==> src/rtl/fib_engine_pkg.sv <==
// Shared types and default widths for the Fibonacci engine.
// Latency: n/a (types and constants only).
// Backpressure: n/a.
package fib_pkg;

    typedef enum logic {
        IDLE = 1'b0,
        RUN  = 1'b1
    } fib_state_t;

    localparam int FIB_WIDTH_DEF = 16;
    localparam int FIB_NW_DEF    = 16;

endpackage

==> src/rtl/fib_engine_if.sv <==
// Request/response bundle between a requester and fib_engine.
// Latency: n/a (wiring only).
// Backpressure: none; start is only honoured while the engine is idle.
//
// Signals: start/n (request), busy/done/result/ovf (response),
//          term_valid/term (per-term stream, zero when the stream build is off).
// Modports: master = requester side, slave = engine side.
interface fib_engine_if
    import fib_pkg::*;
#(
    parameter int WIDTH = FIB_WIDTH_DEF,
    parameter int NW    = FIB_NW_DEF
);
    logic             start;
    logic [NW-1:0]    n;
    logic             busy;
    logic             done;
    logic [WIDTH-1:0] result;
    logic             ovf;
    logic             term_valid;
    logic [WIDTH-1:0] term;

    modport master (
        output start, n,
        input  busy, done, result, ovf, term_valid, term
    );

    modport slave (
        input  start, n,
        output busy, done, result, ovf, term_valid, term
    );
endinterface

==> src/rtl/fib_engine_step.sv <==
// One Fibonacci iteration: (a, b) -> (b, a+b) with wrap and carry tracking.
// Latency: combinational.
// Backpressure: n/a.
//
// Ports: a, b, b_ovf in; next_a, next_b, next_b_ovf, next_a_ovf out.
module fib_step
    import fib_pkg::*;
#(
    parameter int WIDTH = FIB_WIDTH_DEF
) (
    input  logic [WIDTH-1:0] a,
    input  logic [WIDTH-1:0] b,
    input  logic             b_ovf,
    output logic [WIDTH-1:0] next_a,
    output logic [WIDTH-1:0] next_b,
    output logic             next_b_ovf,
    output logic             next_a_ovf
);
    logic carry;

    assign {carry, next_b} = {1'b0, a} + {1'b0, b};
    assign next_a          = b;
    // Once any term has wrapped, every later term is also too large, so the
    // flag is sticky and travels with the value as it shifts into a.
    assign next_b_ovf      = b_ovf | carry;
    assign next_a_ovf      = b_ovf;
endmodule

==> src/rtl/fib_engine.sv <==
// Sequential Fibonacci generator: F(n) mod 2^WIDTH plus sticky overflow flag.
// Latency: done n+1 cycles after the edge that accepts start.
// Backpressure: none; start is ignored while busy, no queueing.
//
// Ports: clk, reset (synchronous, active-high), bus (fib_engine_if.slave).
// Optional build macro FIB_STREAM_EN: strobes term_valid/term with F(k) on
// every RUN cycle; when undefined term_valid and term are held at zero.
module fib_engine
    import fib_pkg::*;
#(
    parameter int WIDTH = FIB_WIDTH_DEF,
    parameter int NW    = FIB_NW_DEF
) (
    input  logic          clk,
    input  logic          reset,
    fib_engine_if.slave   bus
);
    localparam logic [NW-1:0]    K_ONE  = {{(NW-1){1'b0}}, 1'b1};
    localparam logic [WIDTH-1:0] B_INIT = {{(WIDTH-1){1'b0}}, 1'b1};

    fib_state_t       state;
    logic [NW-1:0]    n_lat;
    logic [NW-1:0]    k;
    logic [WIDTH-1:0] a;
    logic [WIDTH-1:0] b;
    logic             a_ovf;
    logic             b_ovf;

    logic             busy_r;
    logic             done_r;
    logic [WIDTH-1:0] result_r;
    logic             ovf_r;

    logic [WIDTH-1:0] next_a;
    logic [WIDTH-1:0] next_b;
    logic             next_a_ovf;
    logic             next_b_ovf;

    fib_step #(.WIDTH(WIDTH)) u_step (
        .a          (a),
        .b          (b),
        .b_ovf      (b_ovf),
        .next_a     (next_a),
        .next_b     (next_b),
        .next_b_ovf (next_b_ovf),
        .next_a_ovf (next_a_ovf)
    );

    always_ff @(posedge clk) begin
        if (reset) begin
            state    <= IDLE;
            n_lat    <= '0;
            k        <= '0;
            a        <= '0;
            b        <= '0;
            a_ovf    <= 1'b0;
            b_ovf    <= 1'b0;
            busy_r   <= 1'b0;
            done_r   <= 1'b0;
            result_r <= '0;
            ovf_r    <= 1'b0;
        end else begin
            done_r <= 1'b0;
            case (state)
                IDLE: begin
                    if (bus.start) begin
                        n_lat    <= bus.n;
                        k        <= '0;
                        a        <= '0;
                        b        <= B_INIT;
                        a_ovf    <= 1'b0;
                        b_ovf    <= 1'b0;
                        result_r <= '0;
                        ovf_r    <= 1'b0;
                        busy_r   <= 1'b1;
                        state    <= RUN;
                    end
                end
                RUN: begin
                    // Compare before incrementing so n = 2^NW-1 matches
                    // without k ever wrapping.
                    if (k == n_lat) begin
                        result_r <= a;
                        ovf_r    <= a_ovf;
                        done_r   <= 1'b1;
                        busy_r   <= 1'b0;
                        state    <= IDLE;
                    end else begin
                        a     <= next_a;
                        b     <= next_b;
                        a_ovf <= next_a_ovf;
                        b_ovf <= next_b_ovf;
                        k     <= k + K_ONE;
                    end
                end
                default: state <= IDLE;
            endcase
        end
    end

    assign bus.busy   = busy_r;
    assign bus.done   = done_r;
    assign bus.result = result_r;
    assign bus.ovf    = ovf_r;

`ifdef FIB_STREAM_EN
    logic             term_valid_r;
    logic [WIDTH-1:0] term_r;

    // a holds F(k) during each RUN cycle, including the final one, so this
    // yields n+1 strobes and the last lines up with done.
    always_ff @(posedge clk) begin
        if (reset) begin
            term_valid_r <= 1'b0;
            term_r       <= '0;
        end else begin
            term_valid_r <= 1'b0;
            if (state == RUN) begin
                term_valid_r <= 1'b1;
                term_r       <= a;
            end
        end
    end

    assign bus.term_valid = term_valid_r;
    assign bus.term       = term_r;
`else
    assign bus.term_valid = 1'b0;
    assign bus.term       = '0;
`endif
endmodule

==> src/flat_wrapper.sv <==
// flat-port wrapper written by rule: the top's interface ports become plain ports
module fib_engine_flat import fib_pkg::*;
#(
    parameter int WIDTH = FIB_WIDTH_DEF,
    parameter int NW    = FIB_NW_DEF
)
  (clk, reset, bus_start, bus_n, bus_busy, bus_done, bus_result, bus_ovf, bus_term_valid, bus_term);
  fib_engine_if #(.WIDTH(WIDTH), .NW(NW)) bus_i ();
  input  logic clk;
  input  logic reset;
  input wire logic [$bits(bus_i.start)-1:0] bus_start;
  input wire logic [$bits(bus_i.n)-1:0] bus_n;
  output wire logic [$bits(bus_i.busy)-1:0] bus_busy;
  output wire logic [$bits(bus_i.done)-1:0] bus_done;
  output wire logic [$bits(bus_i.result)-1:0] bus_result;
  output wire logic [$bits(bus_i.ovf)-1:0] bus_ovf;
  output wire logic [$bits(bus_i.term_valid)-1:0] bus_term_valid;
  output wire logic [$bits(bus_i.term)-1:0] bus_term;
  assign bus_i.start = bus_start;
  assign bus_i.n = bus_n;
  assign bus_busy = bus_i.busy;
  assign bus_done = bus_i.done;
  assign bus_result = bus_i.result;
  assign bus_ovf = bus_i.ovf;
  assign bus_term_valid = bus_i.term_valid;
  assign bus_term = bus_i.term;
  fib_engine #(.WIDTH(WIDTH), .NW(NW)) u_core (.clk(clk), .reset(reset), .bus(bus_i));
endmodule
==> config.mk <==
export PLATFORM = sky130hd
export DESIGN_NAME = fib_engine_flat
export DESIGN_NICKNAME = d
export VERILOG_FILES = /design/src/rtl/fib_engine_pkg.sv /design/src/rtl/fib_engine_if.sv /design/src/rtl/fib_engine_step.sv /design/src/rtl/fib_engine.sv /design/src/flat_wrapper.sv
export SDC_FILE = /design/constraint.sdc
export NUM_CORES = 1
export LEC_CHECK = 0
export BUFFER_PORTS_ARGS = -buffer_cell sky130_fd_sc_hd__buf_2
export CAP_MARGIN = 20
export CORE_UTILIZATION = 45
export DETAILED_ROUTE_END_ITERATION = 10
export MAX_ROUTING_LAYER = met4
export PLACE_DENSITY = 0.7
export SLEW_MARGIN = 25
export SYNTH_ARGS = -nofsm -noshare
export SYNTH_HDL_FRONTEND = slang
export SYNTH_SLANG_ARGS = --single-unit
==> constraint.sdc <==
create_clock -name clk -period 3.03 [get_ports clk]
set_clock_uncertainty 0.15 [all_clocks]
set_input_delay 0.1515 -clock clk [delete_from_list [all_inputs] [get_ports clk]]
set_output_delay 0.1515 -clock clk [all_outputs]
set_load 0.02 [all_outputs]
==> results of run 1 <==
[critical path: stages, from the launching register on]
cell	delay, ps
dfxtp_1	370
ha_1	180
inv_1	50
fa_1	370
nand2b_1	190
a21oi_1	210
o21ai_0	150
a31oi_1	320
a311o_1	220
o211ai_1	90
[layout by cell type (no fill, tap or decap), types with 5 or more instances in the layout]
master          n
a21oi_1        57
a22o_1         17
a311oi_1        5
a31oi_1         6
buf_2          37
buf_4           9
clkbuf_8        9
conb_1         17
dfxtp_1        86
dlygate4sd3_1  16
ha_1           17
inv_1          11
nand2_1        74
nand3_1        41
nand4_1        12
nor2_1         26
nor3_1         16
o211ai_1        5
o21ai_0        19
xnor2_1        18
[stage by stage]
stage                     instance area [sq um]  instances  total power [mW]  hold WS [ps]  utilization (%)
after floorplan                            4470        534              1.42           137                -
after global placement                     4550        660              1.45           241             48.6
after detailed placement                   4550        660              1.46           250             48.6
after CTS                                  4950        692              2.42          41.1             52.8
after global routing                       4950        692              2.50          55.4             52.9
final                                      4950        692              2.41          42.6             52.9
[layout make-up]
cell class | instances | area [sq um] | share of cell area, %
Sequential cell | 86 | 1720 | 34.8
Clock buffer | 10 | 128 | 2.58
Timing Repair Buffer | 62 | 413 | 8.34
Tap cell | 129 | 161 | 3.26
Inverter | 11 | 41.3 | 0.834
Clock inverter | 6 | 110 | 2.22
Multi-Input combinational cell | 388 | 2380 | 48.0
[final timing paths]
path,start,endpoint,slack [ps],depth (start not counted)
min,bus_start,u_core.k[3],40,3
max,u_core.b[0],u_core.b[14],610,9
min reg2reg,u_core.a_ovf,u_core.a_ovf,320,2
max reg2reg,u_core.b[0],u_core.b[14],610,9
[power breakdown]
| part | leakage, nW | internal, mW | total [mW] | switching, mW |
|---|---|---|---|---|
| sequential | 0.696 | 1.15 | 1.17 | 0.0199 |
| clock | 0.112 | 0.546 | 0.964 | 0.418 |
| combinational | 1.05 | 0.0843 | 0.277 | 0.193 |
[Yosys cell counts, types with 2 or more instances]
master,n
xnor2_1,18
o211ai_1,5
a311oi_1,5
or3_1,3
a21oi_1,57
ha_1,17
buf_6,9
nand3_1,41
nor2_1,26
nor3_1,16
and3_1,4
buf_2,5
a22o_1,17
inv_1,11
buf_1,3
o211a_1,2
dfxtp_1,86
nor2b_1,3
nand2_1,74
a31oi_1,6
nand4_2,3
o21ai_0,19
clkbuf_1,14
mux2_2,2
xnor2_2,3
a21o_1,2
nor4_1,3
o21a_1,2
o311ai_0,3
buf_4,18
mux2i_1,2
nand2b_1,3
a32oi_1,2
or2_2,2
or4_1,2
nand4_1,12
a211oi_1,2
[registers in the layout (all words and copies together), names as in the netlist]
name / cells
u_core.a: 16
u_core.b: 16
u_core.bus.result: 16
u_core.k: 16
u_core.n_lat: 16
u_core.a_ovf: 1
u_core.b_ovf: 1
u_core.bus.busy: 1
u_core.bus.done: 1
u_core.bus.ovf: 1
u_core.state: 1
[per-layer routing]
layer  track usage, %  vias up  routed length, um
met5                -        -                  0
met4             10.3        0                216
met3             3.47       21                341
met2             36.6      105               4860
met1             25.3     1813               4620
li1                 -     1905                  -
[cell families (layout without fill, tap and decap cells)]
kind of cell,Yosys count,count (layout)
mux,4,4
simple gates,197,197
buf+inv,60,89
compound gates,131,131
flops,86,86
xor+xnor,21,21
other cells,1,17
fa+ha+maj,18,18
==> reports/results.ini, run 1 <==
[logic_synthesis]
synthXorXnorAreaFrac_pct=4.69
synth_adder_area_share_pct=5.28
synth-simple-area-share_pct=21.6
postSynth.asyncResetShare_pct=0
synthMuxAreaShare_pct=0.966
seq_area_frac_synth_pct=39.1
synth_top_family_by_area=simple AND/OR/NAND/NOR gates
synthFlopType=dfxtp_1
ys_types=53
synth_area_sq_um=4410
netlist_top_cells_area=dfxtp_1 39%, a21oi_1 6.5%, nand2_1 6.3%
synth_top_area_cell=dfxtp_1
ys_ff_latch=86
netlist_instances=518
synth_edf_count=0
synth.top_cell.area_share_pct=39.1
synth_compound_area_share_pct=20.0
yosysWarningCount=0
avgSynthCellArea_sq_um=8.50

[cts]
cts_tree=yes
clockRootBuffer=clkbuf_8
cts_resized=0
cts_max_path_buffers=2
clock_latency_ps=370
clkTransAtPathRegs_ps=80
htreeDepth=3
post_cts_buffers=0
cts_buffers=9
ctsHoldBuffers=16
cts.sinks=86

[die]
die_x_um=101
start_util_pct=47.0
fp.dieArea_sq_um=10200
std_cell_rows=35
fp.dieH_um=101
ios=55
core-area_sq_um=9370

[pwr]
power_leakage_nw=1.86
vdd_drop_max_uv=291
power.density_nw_per_um2=487

[timing]
setup_viol=0
max_freq_ghz=0.414
period_share_pct=79.8
timing_hold_violations_final=0
drv_slew=0
tightest_slew_ps=813
maxSlewHeadroom_pct=45.8
tns_ps=0
period_needed_ps=2420
final.setup.worst_slack_ps=612
rsz0062_at_grt=no

[outcome]
status=completed

[cells_and_area]
nets=595
area_growth_syn_to_layout_pct=12.4
fillers=903
diodes=0
drive_above_1_share_pct=14.0

[hold_path]
hp-class=in -> reg

[routing]
viasPerCell=5.55
first_pass_iters=5
drt_iter0_drc=227
drt-total-wl_mm=10.0
drc=0
routedWlPerCell_um=14.5
antenna_left=0
vias=3844

[global_route]
antenna_found_initial=0
grt_max_degree=63
grt_overflow=0
grt_pass1_wl_mm=16.9
grt_pass1_vias=3709
grt_usage_pct=21.7

[placement]
io_buffers=37
routabilityCongestion=0.922
dp.final_hpwl_mm=6.44
dp_slack_ps=517

[setup_path]
end_kind=flip-flop
cp.arrival_ps=2520
critPathKind=reg -> reg
cp-start-kind=flip-flop
worstPathRequired_ps=3130
critical_path_peak_fanout=5

[run]
max-cap-violations=0

Note: power is estimated with default switching activity, not from simulation.
==> run 2: changes to the inputs <==
==> constraint.sdc (replaced) <==
create_clock -name clk -period 2.3 [get_ports clk]
set_clock_uncertainty 0.15 [all_clocks]
set_input_delay 0.115 -clock clk [delete_from_list [all_inputs] [get_ports clk]]
set_output_delay 0.115 -clock clk [all_outputs]
set_load 0.02 [all_outputs]
==> run 2 against run 1 <==
  * Via count rose by 1.8%
  * Final cell count rose by 2.5%
  * Non-clock buffer count rose by 17
  * Register-to-register slack got worse by 470 ps
  * Die area did not move
  * Hold slack improved by 92 ps
  * Fmax rose by 12%
  * Combinational power rose by 49%
==> reports/results.ini, run 2 (synthesized netlist as in run 1, its figures left out) <==
[cts]
clockRootBuffer=clkbuf_8
htreeDepth=3  ; unchanged
clock_latency_ps=360  ; about the same
cts_buffers=9  ; unchanged
cts_tree=yes
cts.sinks=86  ; unchanged
cts_max_path_buffers=2  ; unchanged
clkTransAtPathRegs_ps=90  ; about the same

[setup_path]
r2r-start=u_core.b[0]
cp-start-kind=flip-flop
critical_path.max_stage_delay_ps=370  ; about the same
worstPathRequired_ps=2390  ; -740 ps
path_cells=ha_4 -> inv_1 -> fa_2 -> nand2b_4 -> a21oi_4 -> o21ai_2 -> a31oi_1 -> buf_4 -> a311o_1 -> o211ai_1
end_kind=flip-flop
slowest_stage=dfxtp_2
crit_buf_inv=2  ; +1
startpoint=u_core.b[0]
critPathKind=reg -> reg
critical_path_peak_fanout=5  ; unchanged
reg2reg_slack_ps=140  ; -470 ps
critPathTopFamily=compound AO/OA/AOI/OAI gates
cp.arrival_ps=2250  ; -270 ps

[timing]
period_share_pct=93.8  ; +14 points
tightest_slew_ps=674  ; -139 ps
period_needed_ps=2160  ; -261 ps
drv_slew=0  ; unchanged
whs_ps=134  ; +91.5 ps
final.setup.worst_slack_ps=142  ; -469 ps
setup_viol=0  ; unchanged
max_freq_ghz=0.463  ; +12%
timing_hold_violations_final=0  ; unchanged
maxSlewHeadroom_pct=55.1  ; +9.3 points

[cells_and_area]
layout_commonest_cell=dfxtp_1
nets=612  ; +2.9%
utilization_pct=54.6  ; +1.7 points
drive_above_1_share_pct=17.8  ; +3.7 points
diodes=0  ; unchanged
area_growth_syn_to_layout_pct=16.1
mostFrequentLayoutCells=82 x dfxtp_1, 74 x nand2_1, 56 x a21oi_1
fillers=883  ; -2.2%

[routing]
drc=0  ; unchanged
viasPerCell=5.52  ; -0.62%
drt-total-wl_mm=10.3  ; +2.7%
drt_iter0_drc=161  ; -29%
vias=3914  ; +1.8%
antenna_left=0  ; unchanged
first_pass_iters=5  ; unchanged
routedWlPerCell_um=14.5  ; +0.23%

[global_route]
grt_overflow=0  ; unchanged
grt_pass1_vias=3593  ; -3.1%
grt_max_degree=63  ; unchanged
grt_usage_pct=21.6  ; -0.14 points
grt_pass1_wl_mm=16.9  ; -0.17%
antenna_found_initial=0  ; unchanged

[placement]
dp.final_hpwl_mm=6.73  ; +4.5%
routabilityCongestion=0.869  ; -5.8%
dp_slack_ps=-28.4  ; -545 ps
io_buffers=37  ; unchanged

[die]
start_util_pct=47.0  ; unchanged
std_cell_rows=35  ; unchanged
fp.dieArea_sq_um=10200  ; unchanged
core-area_sq_um=9370  ; unchanged
die_x_um=101  ; unchanged
ios=55  ; unchanged
fp.dieH_um=101  ; unchanged

[run]
max-cap-violations=0  ; unchanged

[pwr]
p_total_mw=2.92  ; +21%
power.density_nw_per_um2=570  ; +17%
power_leakage_nw=1.94  ; +3.9%
vdd_drop_max_uv=288  ; -0.96%

[hold_path]
holdCritStartpoint=reset
hp-class=in -> reg

[outcome]
status=completed

[run 2: where the power goes]
part	switching [mW]	leakage (nW)	internal (mW)
clock network	0.564	0.0751	0.398
registers	0.0255	0.698	1.52
logic	0.267	1.16	0.146
[run 2: path summary, 6_finish.rpt]
kind                     end  cells past startpoint
max             u_core.b[14]                     10
min          u_core.bus.busy                      5
max reg2reg     u_core.b[14]                     10
min reg2reg      u_core.a[8]                      2
[run 2: final cells by class]
class	instances	area (sq um)	area share, %
inverter	11	41.3	0.807
clock inverter	6	47.5	0.930
tap	129	161	3.16
multi-input combinational	388	2420	47.3
timing repair buffer	79	589	11.5
sequential	86	1730	33.8
clock buffer	10	128	2.50
[run 2: worst min-delay path: stages]
cell     delay, ps
buf_2           90
inv_1           60
buf_4          200
o21ai_0         90
nor2_1          40
[run 2: metrics by stage]
step / cell area [sq um] / cells / TNS [ps]
final: 5110 / 709 / 0
after global routing: 5110 / 709 / -19.2
after floorplan: 4470 / 534 / 0
after detailed placement: 4700 / 674 / -28.5
after global placement: 4700 / 674 / 0
after CTS: 5050 / 707 / 0
[run 2: what timing repair did]
item / 4_1_cts / 5_1_grt
hold endpoints to repair: 17 / 0
gates resized for setup: 2 / 13
endpoints found under the setup margin: 2 / 25
cloned: 0 / 1
pin swaps: 0 / 3
buffers inserted: 0 / 1
hold buffers: 17 / 0
[run 2: layer usage]
layer	GRT usage [%]	vias up	share of wire (%)
met5	-	-	0
met3	4.37	16	5.0
li1	-	1939	-
met4	6.47	0	1.3
met2	36.5	129	50
met1	25.9	1830	44
==> run 3: changes to the inputs <==
--- a/config.mk
+++ b/config.mk
@@ -7,6 +7,7 @@
 export LEC_CHECK = 0
 export BUFFER_PORTS_ARGS = -buffer_cell sky130_fd_sc_hd__buf_2
 export CAP_MARGIN = 20
+export CORE_MARGIN = 3
 export CORE_UTILIZATION = 45
 export DETAILED_ROUTE_END_ITERATION = 10
 export MAX_ROUTING_LAYER = met4
==> run 3 against run 2 <==
  * Clock-buffer cell count is 1 lower
  * Sequential power hardly changed
  * Clock power is 2.9% higher
  * Final cell count is 0.42% higher
  * Sequential cell count stayed put
  * Fmax is 0.89% lower
  * Die area is 8.1% higher
  * Hold slack worse by 25 ps
==> reports/results.ini, run 3 (synthesized netlist as in run 1, its figures left out) <==
[cells_and_area]
drive_above_1_share_pct=17.7  ; -0.091 points
area_growth_syn_to_layout_pct=16.0  ; about the same
fillers=886  ; +0.34%
layout.cells.non_filler=712  ; +0.42%
nets=615  ; +0.49%
mostFrequentLayoutCells=85 x dfxtp_1, 74 x nand2_1, 56 x a21oi_1
diodes=0  ; unchanged
layout_commonest_cell=dfxtp_1

[timing]
rsz0062_at_grt=no
maxSlewHeadroom_pct=55.3  ; +0.21 points
tns_ps=0  ; unchanged
whs_ps=109  ; -25.4 ps
drv_slew=0  ; unchanged
period_share_pct=94.7  ; +0.84 points
tightest_slew_ps=671  ; -3.12 ps
timing_hold_violations_final=0  ; unchanged
max_freq_ghz=0.459  ; -0.89%
period_needed_ps=2180  ; +19.4 ps
setup_viol=0  ; unchanged

[cts]
htreeDepth=3  ; unchanged
clkTransAtPathRegs_ps=90  ; about the same
clock_latency_ps=370  ; about the same
cts_tree=yes
clockRootBuffer=clkbuf_8
cts.sinks=86  ; unchanged
cts_buffers=9  ; unchanged
cts_max_path_buffers=2  ; unchanged

[routing]
drc=0  ; unchanged
vias=3925  ; +0.28%
drt-total-wl_mm=10.1  ; -2.2%
antenna_left=0  ; unchanged
first_pass_iters=5  ; unchanged
routedWlPerCell_um=14.2  ; -2.6%
viasPerCell=5.51  ; -0.14%
drt_iter0_drc=200  ; +24%

[setup_path]
critical_path_peak_fanout=8  ; +3
worstReg2RegEnd=u_core.k[15]
r2r-start=u_core.k[3]
slowest_stage=o41ai_4
critPathTopFamily=compound AO/OA/AOI/OAI gates
reg2reg_slack_ps=120  ; -20 ps
critical_path.max_stage_delay_ps=470  ; +100 ps
cp.arrival_ps=2330  ; +80 ps
critPathKind=reg -> reg
path_cells=xnor2_1 -> nand4_2 -> o41ai_4 -> buf_4 -> nor4_1 -> mux2_2 -> nor2_1
crit_buf_inv=1  ; -1
worstPathRequired_ps=2450  ; +60 ps
end_kind=flip-flop
r2r_cells=7  ; -3
cp-start-kind=flip-flop

[pwr]
vdd_drop_max_uv=411  ; +43%
power.density_nw_per_um2=573  ; +0.37%
power_leakage_nw=1.97  ; +1.6%

[hold_path]
min_path_cells=4  ; -1
whs_endpoint=u_core.k[6]
holdCritStartpoint=reset
hp-class=in -> reg

[die]
std_cell_rows=35  ; unchanged
die_x_um=105  ; +4.0%
fp.dieArea_sq_um=11000  ; +8.1%
fp.dieH_um=105  ; +4.0%
ios=55  ; unchanged
core-area_sq_um=9370  ; unchanged
start_util_pct=47.0  ; unchanged

[placement]
routabilityCongestion=0.899  ; +3.4%
dp.final_hpwl_mm=6.81  ; +1.3%
dpl.cell_count=677  ; +0.45%
io_buffers=37  ; unchanged

[run]
max-cap-violations=0  ; unchanged

[global_route]
grt_pass1_vias=3830  ; +6.6%
grt_pass1_wl_mm=17.2  ; +2.0%
grt_max_degree=63  ; unchanged
antenna_found_initial=0  ; unchanged
grt_overflow=0  ; unchanged
grt_usage_pct=19.4  ; -2.1 points

[outcome]
status=completed

==> run 3: worst max path at each step <==
stage / from / endpoint / cells past startpoint
6_report: u_core.k[3] / u_core.k[15] / 7
5_1_grt: u_core.k[3] / u_core.k[13] / 7
4_1_cts: u_core.b[0] / u_core.b[14] / 10
3_5_place_dp: u_core.b[0] / u_core.b[12] / 10
3_3_place_gp: u_core.b[0] / u_core.b[14] / 10
2_1_floorplan: u_core.b[0] / u_core.b[14] / 9
==> run 3: final cells by class <==
cell class	instances	area (sq um)	share of cell area (%)
clock buffers	9	124	2.42
clock inverters	7	55.1	1.08
inverters	11	41.3	0.808
multi-input cells	388	2410	47.3
flip-flops and latches	86	1720	33.7
well taps	129	161	3.16
repair buffers	82	591	11.6
==> run 3: metrics by stage <==
stage / total power [mW] / instance area, sq um / utilization, % / setup slack, ps
finish: 2.93 / 5110 / 54.5 / 123
detailed placement: 1.94 / 4710 / 50.2 / 19.9
floorplan: 1.87 / 4470 / - / 145
global placement: 1.93 / 4710 / 50.2 / 61.6
global route: 3.06 / 5110 / 54.5 / 7.19
CTS: 2.95 / 5060 / 54.0 / 29.8
==> run 3: report_power, final <==
group	switching, mW	internal (mW)
Sequential	0.0253	1.52
Clock	0.585	0.405
Combinational	0.259	0.135
==> run 3: layer usage <==
| metal | GRT usage, % | part of all wire, % |
|---|---|---|
| met2 | 32.6 | 49 |
| met3 | 4.88 | 4.4 |
| met1 | 22.4 | 44 |
| met5 | - | 0 |
| met4 | 7.40 | 2.8 |
==> run 3: worst register-to-register path, cell delays in order, from the launching register on <==
cell     delay, ps
dfxtp_1        440
xnor2_1        170
nand4_2        230
o41ai_4        470
buf_4          240
nor4_1          70
mux2_2         280
nor2_1          70
==> run 3: what timing repair did <==
action | CTS | global route
endpoints found under the setup margin | 2 | 33
pin swaps | 0 | 2
resized for setup | 1 | 10
setup buffers | 0 | 2
hold endpoints to repair | 18 | 0
hold buffers | 17 | 0
